### config.mk
export PLATFORM = sky130hd
export DESIGN_NAME = txuart
export DESIGN_NICKNAME = d
export VERILOG_FILES = /design/src/rtl/txuart.sv
export SDC_FILE = /design/constraint.sdc
export NUM_CORES = 1
export LEC_CHECK = 0
export ABC_AREA = 1
export ABC_CLOCK_PERIOD_IN_PS = 1750
export BUFFER_PORTS_ARGS = -buffer_cell sky130_fd_sc_hd__buf_4
export CORE_MARGIN = 1
export CORE_UTILIZATION = 30
export DETAILED_ROUTE_END_ITERATION = 8
export PLACE_DENSITY_LB_ADDON = 0.12
export SYNTH_ARGS = -nofsm -noshare
export SYNTH_HDL_FRONTEND = slang
export SYNTH_SLANG_ARGS = --single-unit
### constraint.sdc
create_clock -name i_clk -period 1.75 [get_ports i_clk]
set_input_delay 0.175 -clock i_clk [delete_from_list [all_inputs] [get_ports i_clk]]
set_output_delay 0.175 -clock i_clk [all_outputs]
set_load 0.005 [all_outputs]
### src/rtl/txuart.sv
// txuart: 8-bit LSB-first UART transmitter with optional parity and a
// one-deep holding register so consecutive frames leave no idle gap.
//
// Handshake: a byte is accepted on a rising edge where i_wr=1 and o_busy=0.
// o_busy reflects a full holding register. Writes made while o_busy=1 are
// dropped and leave the held byte untouched. The held byte moves into the
// shifter when the line is idle, or on the final stop-bit edge of the
// current frame.
module txuart #(
   parameter int   clk_frequency = 25000000,
   parameter int   baudRate      = 9600,
   parameter logic if_parity     = 1'b0,
   parameter logic parity_odd    = 1'b0
) (
   input  logic       i_clk,
   input  logic       rst,
   input  logic       i_wr,
   input  logic [7:0] i_data,
   output logic       o_uart_tx,
   output logic       o_busy,
   output logic       o_done
);

   localparam logic [15:0] clocksPerBaud = 16'(clk_frequency / baudRate);

   localparam logic [2:0] IDLE   = 3'd0;
   localparam logic [2:0] START  = 3'd1;
   localparam logic [2:0] DATA   = 3'd2;
   localparam logic [2:0] PARITY = 3'd3;
   localparam logic [2:0] STOP   = 3'd4;

   logic [2:0]  state;
   logic [15:0] baud_cnt;
   logic [2:0]  bit_idx;
   logic [7:0]  shifter;
   logic [7:0]  hold;
   logic        hold_valid;
   logic        parity_bit;
   logic        bit_end;
   logic        wr_accept;
   logic        load;

   assign bit_end   = (baud_cnt == clocksPerBaud - 16'd1);
   assign wr_accept = i_wr && !hold_valid;
   // The held byte starts a new frame from idle, or directly off the last stop cycle.
   assign load      = hold_valid && ((state == IDLE) || ((state == STOP) && bit_end));
   assign o_busy    = hold_valid;
   // High during the final stop-bit cycle, i.e. the cycle ending on the completing edge.
   assign o_done    = (state == STOP) && bit_end;

   // Holding register data: captured only on an accepted write.
   always_ff @(posedge i_clk or posedge rst) begin
      if (rst) begin
         hold <= 8'h00;
      end else if (wr_accept) begin
         hold <= i_data;
      end
   end

   // Holding register flag: set by an accepted write, cleared when the shifter takes the byte.
   always_ff @(posedge i_clk or posedge rst) begin
      if (rst) begin
         hold_valid <= 1'b0;
      end else if (wr_accept) begin
         hold_valid <= 1'b1;
      end else if (load) begin
         hold_valid <= 1'b0;
      end
   end

   // Frame sequencer: baud timing, shifting and the registered serial line.
   always_ff @(posedge i_clk or posedge rst) begin
      if (rst) begin
         state      <= IDLE;
         baud_cnt   <= 16'd0;
         bit_idx    <= 3'd0;
         shifter    <= 8'h00;
         parity_bit <= 1'b0;
         o_uart_tx  <= 1'b1;
      end else if (load) begin
         state      <= START;
         baud_cnt   <= 16'd0;
         bit_idx    <= 3'd0;
         shifter    <= hold;
         parity_bit <= (^hold) ^ parity_odd;
         o_uart_tx  <= 1'b0;
      end else begin
         case (state)
            IDLE: begin
               baud_cnt  <= 16'd0;
               o_uart_tx <= 1'b1;
            end
            START: begin
               if (bit_end) begin
                  state     <= DATA;
                  baud_cnt  <= 16'd0;
                  bit_idx   <= 3'd0;
                  o_uart_tx <= shifter[0];
               end else begin
                  baud_cnt <= baud_cnt + 16'd1;
               end
            end
            DATA: begin
               if (bit_end) begin
                  baud_cnt <= 16'd0;
                  bit_idx  <= bit_idx + 3'd1;
                  shifter  <= {1'b0, shifter[7:1]};
                  if (bit_idx == 3'd7) begin
                     if (if_parity) begin
                        state     <= PARITY;
                        o_uart_tx <= parity_bit;
                     end else begin
                        state     <= STOP;
                        o_uart_tx <= 1'b1;
                     end
                  end else begin
                     o_uart_tx <= shifter[1];
                  end
               end else begin
                  baud_cnt <= baud_cnt + 16'd1;
               end
            end
            PARITY: begin
               if (bit_end) begin
                  state     <= STOP;
                  baud_cnt  <= 16'd0;
                  o_uart_tx <= 1'b1;
               end else begin
                  baud_cnt <= baud_cnt + 16'd1;
               end
            end
            STOP: begin
               if (bit_end) begin
                  state     <= IDLE;
                  baud_cnt  <= 16'd0;
                  o_uart_tx <= 1'b1;
               end else begin
                  baud_cnt <= baud_cnt + 16'd1;
               end
            end
            default: begin
               state     <= IDLE;
               baud_cnt  <= 16'd0;
               o_uart_tx <= 1'b1;
            end
         endcase
      end
   end

endmodule
# Yosys cells after proc, flatten, opt, wreduce, memory -nomap -nowiden
# Cells that the tools add are included.
op_classes:
  n_addsub: 2
  eq_ne: 13
  n_mux: 24
  reduce_logical: 16
op_table:
  columns: ["operator", "n"]
  rows:
  - ["$mux W16", 3]
  - ["$mux W3", 8]
  - ["$mux W8", 3]
  - ["$add A16 B1 Y16 const B", 1]
  - ["$eq A16 B12 Y1 const B", 1]
  - ["$ne A3 B3 Y1 const B", 5]
  - ["$pmux W3 S5", 1]
  - ["$mux W1", 7]
  - ["$eq A3 B2 Y1 const B", 2]
  - ["$eq A3 B3 Y1 const B", 2]
  - ["$pmux W3 S2", 1]
  - ["$reduce_and A3 Y1", 2]
  - ["$reduce_and A6 Y1", 1]
  - ["$reduce_bool A2 Y1", 3]
  - ["$reduce_or A4 Y1", 1]
  - ["$add A3 B1 Y3 const B", 1]
  - ["$eq A3 B1 Y1 const B", 1]
  - ["$logic_and A1 B1 Y1", 3]
  - ["$logic_not A3 Y1", 1]
  - ["$ne A3 B1 Y1 const B", 1]
  - ["$pmux W1 S3", 1]
  - ["$reduce_bool A3 Y1", 1]
  - ["$ne A2 B2 Y1 const B", 1]
  - ["$reduce_and A2 Y1", 1]
  - ["other kinds (3)", 3]
word_totals:
  register_bits: 40
  out_inout_bits: 3
  wordCells: 62

# Logic depth before layout (Yosys ltp)
logic_depth:
  word_depth: 6
  mapped_depth: 11
  depth_no_buf: 11

# Worst setup path before layout
# Ideal clock, no wire load.
synth_timing:
  path_type: "reg2reg"
  from: "reg baud_cnt[0]"
  to: "reg shifter[0]"
  t_arrival_ns: 1.315
  path_slack_ns: 0.318
  path_stages_with_launch: 12
  n_path_buf: 1
  synth_period_minus_slack_ns: 1.432
  path_cell_list: "dfrtp_1 ha_1 nand2_2 clkinv_1 nand2_2 nor2_2 nand3_2 nand2_4 nand2_4 buf_6 nand3_1 nand2_1"
synth_via:
  elab_chain_cells: 6
  word_cells_on_any_way: 8
  classes_between: "1 x eq/ne; 1 x mux; 6 x reduce/logical"
synth_rtl:
  columns: ["item", "line_no", "source"]
  rows:
  - ["from (decl)", "33", "logic [15:0] baud_cnt;"]
  - ["from (signal assigned)", "100", "baud_cnt <= baud_cnt + 16'd1;"]
  - ["from (signal assigned)", "120", "baud_cnt <= baud_cnt + 16'd1;"]
  - ["from (signal assigned)", "129", "baud_cnt <= baud_cnt + 16'd1;"]
  - ["$eq A16 B12 Y1 (*)", "43", "assign bit_end = (baud_cnt == clocksPerBaud - 16'd1);"]
  - ["$logic_and A1 B1 Y1", "46", "assign load = hold_valid && ((state == IDLE) || ((state == STOP) && bit_end));"]
  - ["$logic_or A1 B1 Y1", "46", null]
  - ["$logic_and A1 B1 Y1", "46", null]
  - ["$reduce_bool A2 Y1 (no source line)", null, null]
  - ["$reduce_and A2 Y1 (no source line)", null, null]
  - ["to (signal assigned)", "84", "shifter <= hold;"]
  - ["to (signal assigned)", "107", "shifter <= {1'b0, shifter[7:1]};"]
  - ["to (decl)", "35", "logic [7:0] shifter;"]
# Mark *: on every way between the ends. The rest lies on a longest branch, timed or not.
# A chain may end at the register's enable or synchronous reset.

# Worst setup path after layout
layout_timing:
  from: "reg baud_cnt[1]"
  to: "out o_done"
layout_via:
  elab_chain_cells: 2
layout_rtl:
  columns: ["item", "line_no", "source"]
  rows:
  - ["$eq A16 B12 Y1", "43", null]
  - ["$logic_and A1 B1 Y1", "49", "assign o_done = (state == STOP) && bit_end;"]
  - ["to (decl)", "21", "output logic o_done"]
# No other way between the ends.

==> flow_metrics.tcl <==
set metrics [dict create \
    routed-via-count 1595 \
    skew_ns 0.01017 \
    async_flop_share 1.000 \
    synth_nets 261 \
    hold_viol 0 \
    yosysWarnings 0 \
    grt_overflow 0 \
    clock-sinks 40 \
    synth_seq_area_share 0.4684 \
    synthDistinctLibCells 34 \
    syn2layout_area_growth_pct 20.06 \
    dieWidth_um 86.45 \
    layout.nets 291 \
    fin_crit_sh 0.9439 \
    grt_usage 0.1322 \
    status "completed" \
    drive_gt1_frac 0.2842 \
    cts_tree "built" \
    drt-total-wl_mm 4.245 \
    ys_ff_latch 40 \
    min_from "i_data[7]" \
    core_um2 6832 \
    utilization 0.3760 \
    drt_iter0_markers 32 \
    rsz0062_at_grt "false" \
    synth_edf_count 0 \
    clkSlewWorstSetupHoldPaths_ns 0.09 \
    final_antenna_net_count 0 \
    route.detailed.drc 0 \
    syn_avg_cell_area_um2 8.662 \
    wl_per_cell_um 11.35 \
    layout_common_cells "nand2_1 (51), dfrtp_1 (39), nor2_1 (30)" \
    dpl-instance-area_um2 2361 \
    start_util 0.3132 \
    criticalPathCategory "reg -> out" \
    netlist_instances 247 \
    diodes 0 \
    critPathArrivalTime_ns 1.48 \
    die-area_um2 7474 \
    finalMaxSlewViolations 0 \
    critPathLaunch "baud_cnt[1]" \
    routabilityCongestion 0.7548 \
    post_drt_via_cell_ratio 4.265 \
    layout_min_cycle_time_ns 1.652 \
    maxSlewHeadroom 0.6524 \
    drt-pass1-iter-count 4 \
    vdd_drop_max_v 0.0002778 \
    cts_max_path_buffers 2 \
    cellLeakagePower_nw 1.291 \
    cts_root_buffer "clkbuf_8" \
    pin_count 14 \
    antenna_found_initial 0 \
    die_y_um 86.45 \
    io_buffers 13 \
    cts-buffers-inserted 5 \
    cp_max_fo 5 \
    fmax_mhz 605.4 \
    cp-start-kind "flip-flop" \
    cp.required_ns 1.57 \
    whs_ns 0.09606 \
    dp_hpwl_mm 2.936 \
    grt_first_pass_wirelength_mm 7.514 \
    max_cap_viol_count 0 \
    grt_max_degree 29 \
    grt_pass1_vias 1624 \
    r2r_start "baud_cnt[1]" \
    powerDensity_nw_per_um2 756.7 \
    cp-end-kind "output pin" \
    syn_area_um2 2140 \
    tightest_slew_ns 0.5174 \
    final_common_cell "nand2_1" \
    worstHoldPathType "in -> reg" \
    totalNegativeSetupSlack_ns 0 \
    fin_area_um2 2569 \
    placementRows 30 \
    ys.flop_type "dfrtp_1" \
    h-tree-depth 2 \
    insertion_delay_ns 0.30 \
    setup_viol 0 \
]
==> Yosys cell counts (2+ instances only) <==
library cell  instances  share of area
inv_2                 6          0.011
nand2_2               6          0.018
nand2_1              51          0.089
a31oi_1               2         0.0058
a21oi_1               2         0.0047
nor2_2                7          0.020
o21ai_0               4         0.0094
inv_1                25          0.044
nor2_1               30          0.053
nand3_2               4          0.019
nand3_1              24          0.056
nor3_1                6          0.014
ha_1                  3          0.018
clkinv_1              2         0.0035
mux2_2                8          0.042
nand2_4               4          0.021
dfrtp_1              39           0.46
nor2_4                2          0.011
xor2_1                7          0.029
==> critical path: stages, from the launching register on <==
cell,delay (ns)
dfrtp_1,0.41
ha_4,0.17
nand2_2,0.05
clkinv_1,0.05
nand2_2,0.06
nor2_4,0.12
nand2_4,0.07
nor3_2,0.10
buf_4,0.13
==> final cells by class <==
class,instances,area (µm²)
Sequential cell,40,1002
Timing Repair Buffer,26,197.7
Clock inverter,3,46.29
Multi-Input combinational cell,170,1003
Clock buffer,5,68.82
Fill cell,722,4263
Tap cell,96,120.1
Inverter,34,130.1
==> registers in the layout (all words and copies together) (netlist names) <==
| register | count |
|---|---|
| hold | 8 |
| state | 3 |
| shifter | 8 |
| o_busy | 1 |
| baud_cnt | 16 |
| o_uart_tx | 1 |
| bit_idx | 3 |
==> power breakdown <==
part / internal, mW / switching (mW) / total (mW)
Clock: 0.430 / 0.363 / 0.793
Sequential: 0.993 / 0.0335 / 1.03
Combinational: 0.0745 / 0.0498 / 0.124
==> metrics by stage <==
step	worst slack, ns	instances	power, mW
floorplan	0.3181	247	1.122
global placement	0.1881	357	1.171
detailed placement	0.1402	357	1.174
CTS	0.006677	368	1.982
global route	0.009710	374	2.041
finish	0.09820	374	1.944
==> cells by family after synthesis <==
group	synth area share
fa+ha+maj	0.01755
mux	0.04211
compound gates	0.03275
simple gates	0.3257
buf+inv	0.07310
flops	0.4684
xor+xnor	0.04035
==> final timing paths <==
kind / end / cells past startpoint / slack, ns
worst min register to register: o_uart_tx / 2 / 0.50
worst max register to register: state[2] / 11 / 0.14
worst min-delay path: hold[7] / 2 / 0.1
max in group asynchronous: o_uart_tx / 4 / 0.91
min in group asynchronous: hold[2] / 4 / 0.44
worst max-delay path: o_done / 8 / 0.1
==> metal layers <==
| layer | routed length [µm] | vias to the layer above | global-route usage |
|---|---|---|---|
| li1 | - | 842 | - |
| met1 | 2257 | 728 | 0.1794 |
| met2 | 1794 | 20 | 0.2042 |
| met3 | 129 | 5 | 0.03238 |
| met4 | 64 | 0 | 0.05000 |
| met5 | 0 | - | 0 |
==> repair_timing <==
action | in CTS | in global routing
buffers inserted | 2 | 6
hold buffers | 1 | 0
pin swaps | 0 | 2
endpoints found under the hold margin | 32 | 0
gates resized for setup | 3 | 1
endpoints found under the setup margin | 1 | 1
Note: power is estimated with default switching activity, not from simulation.
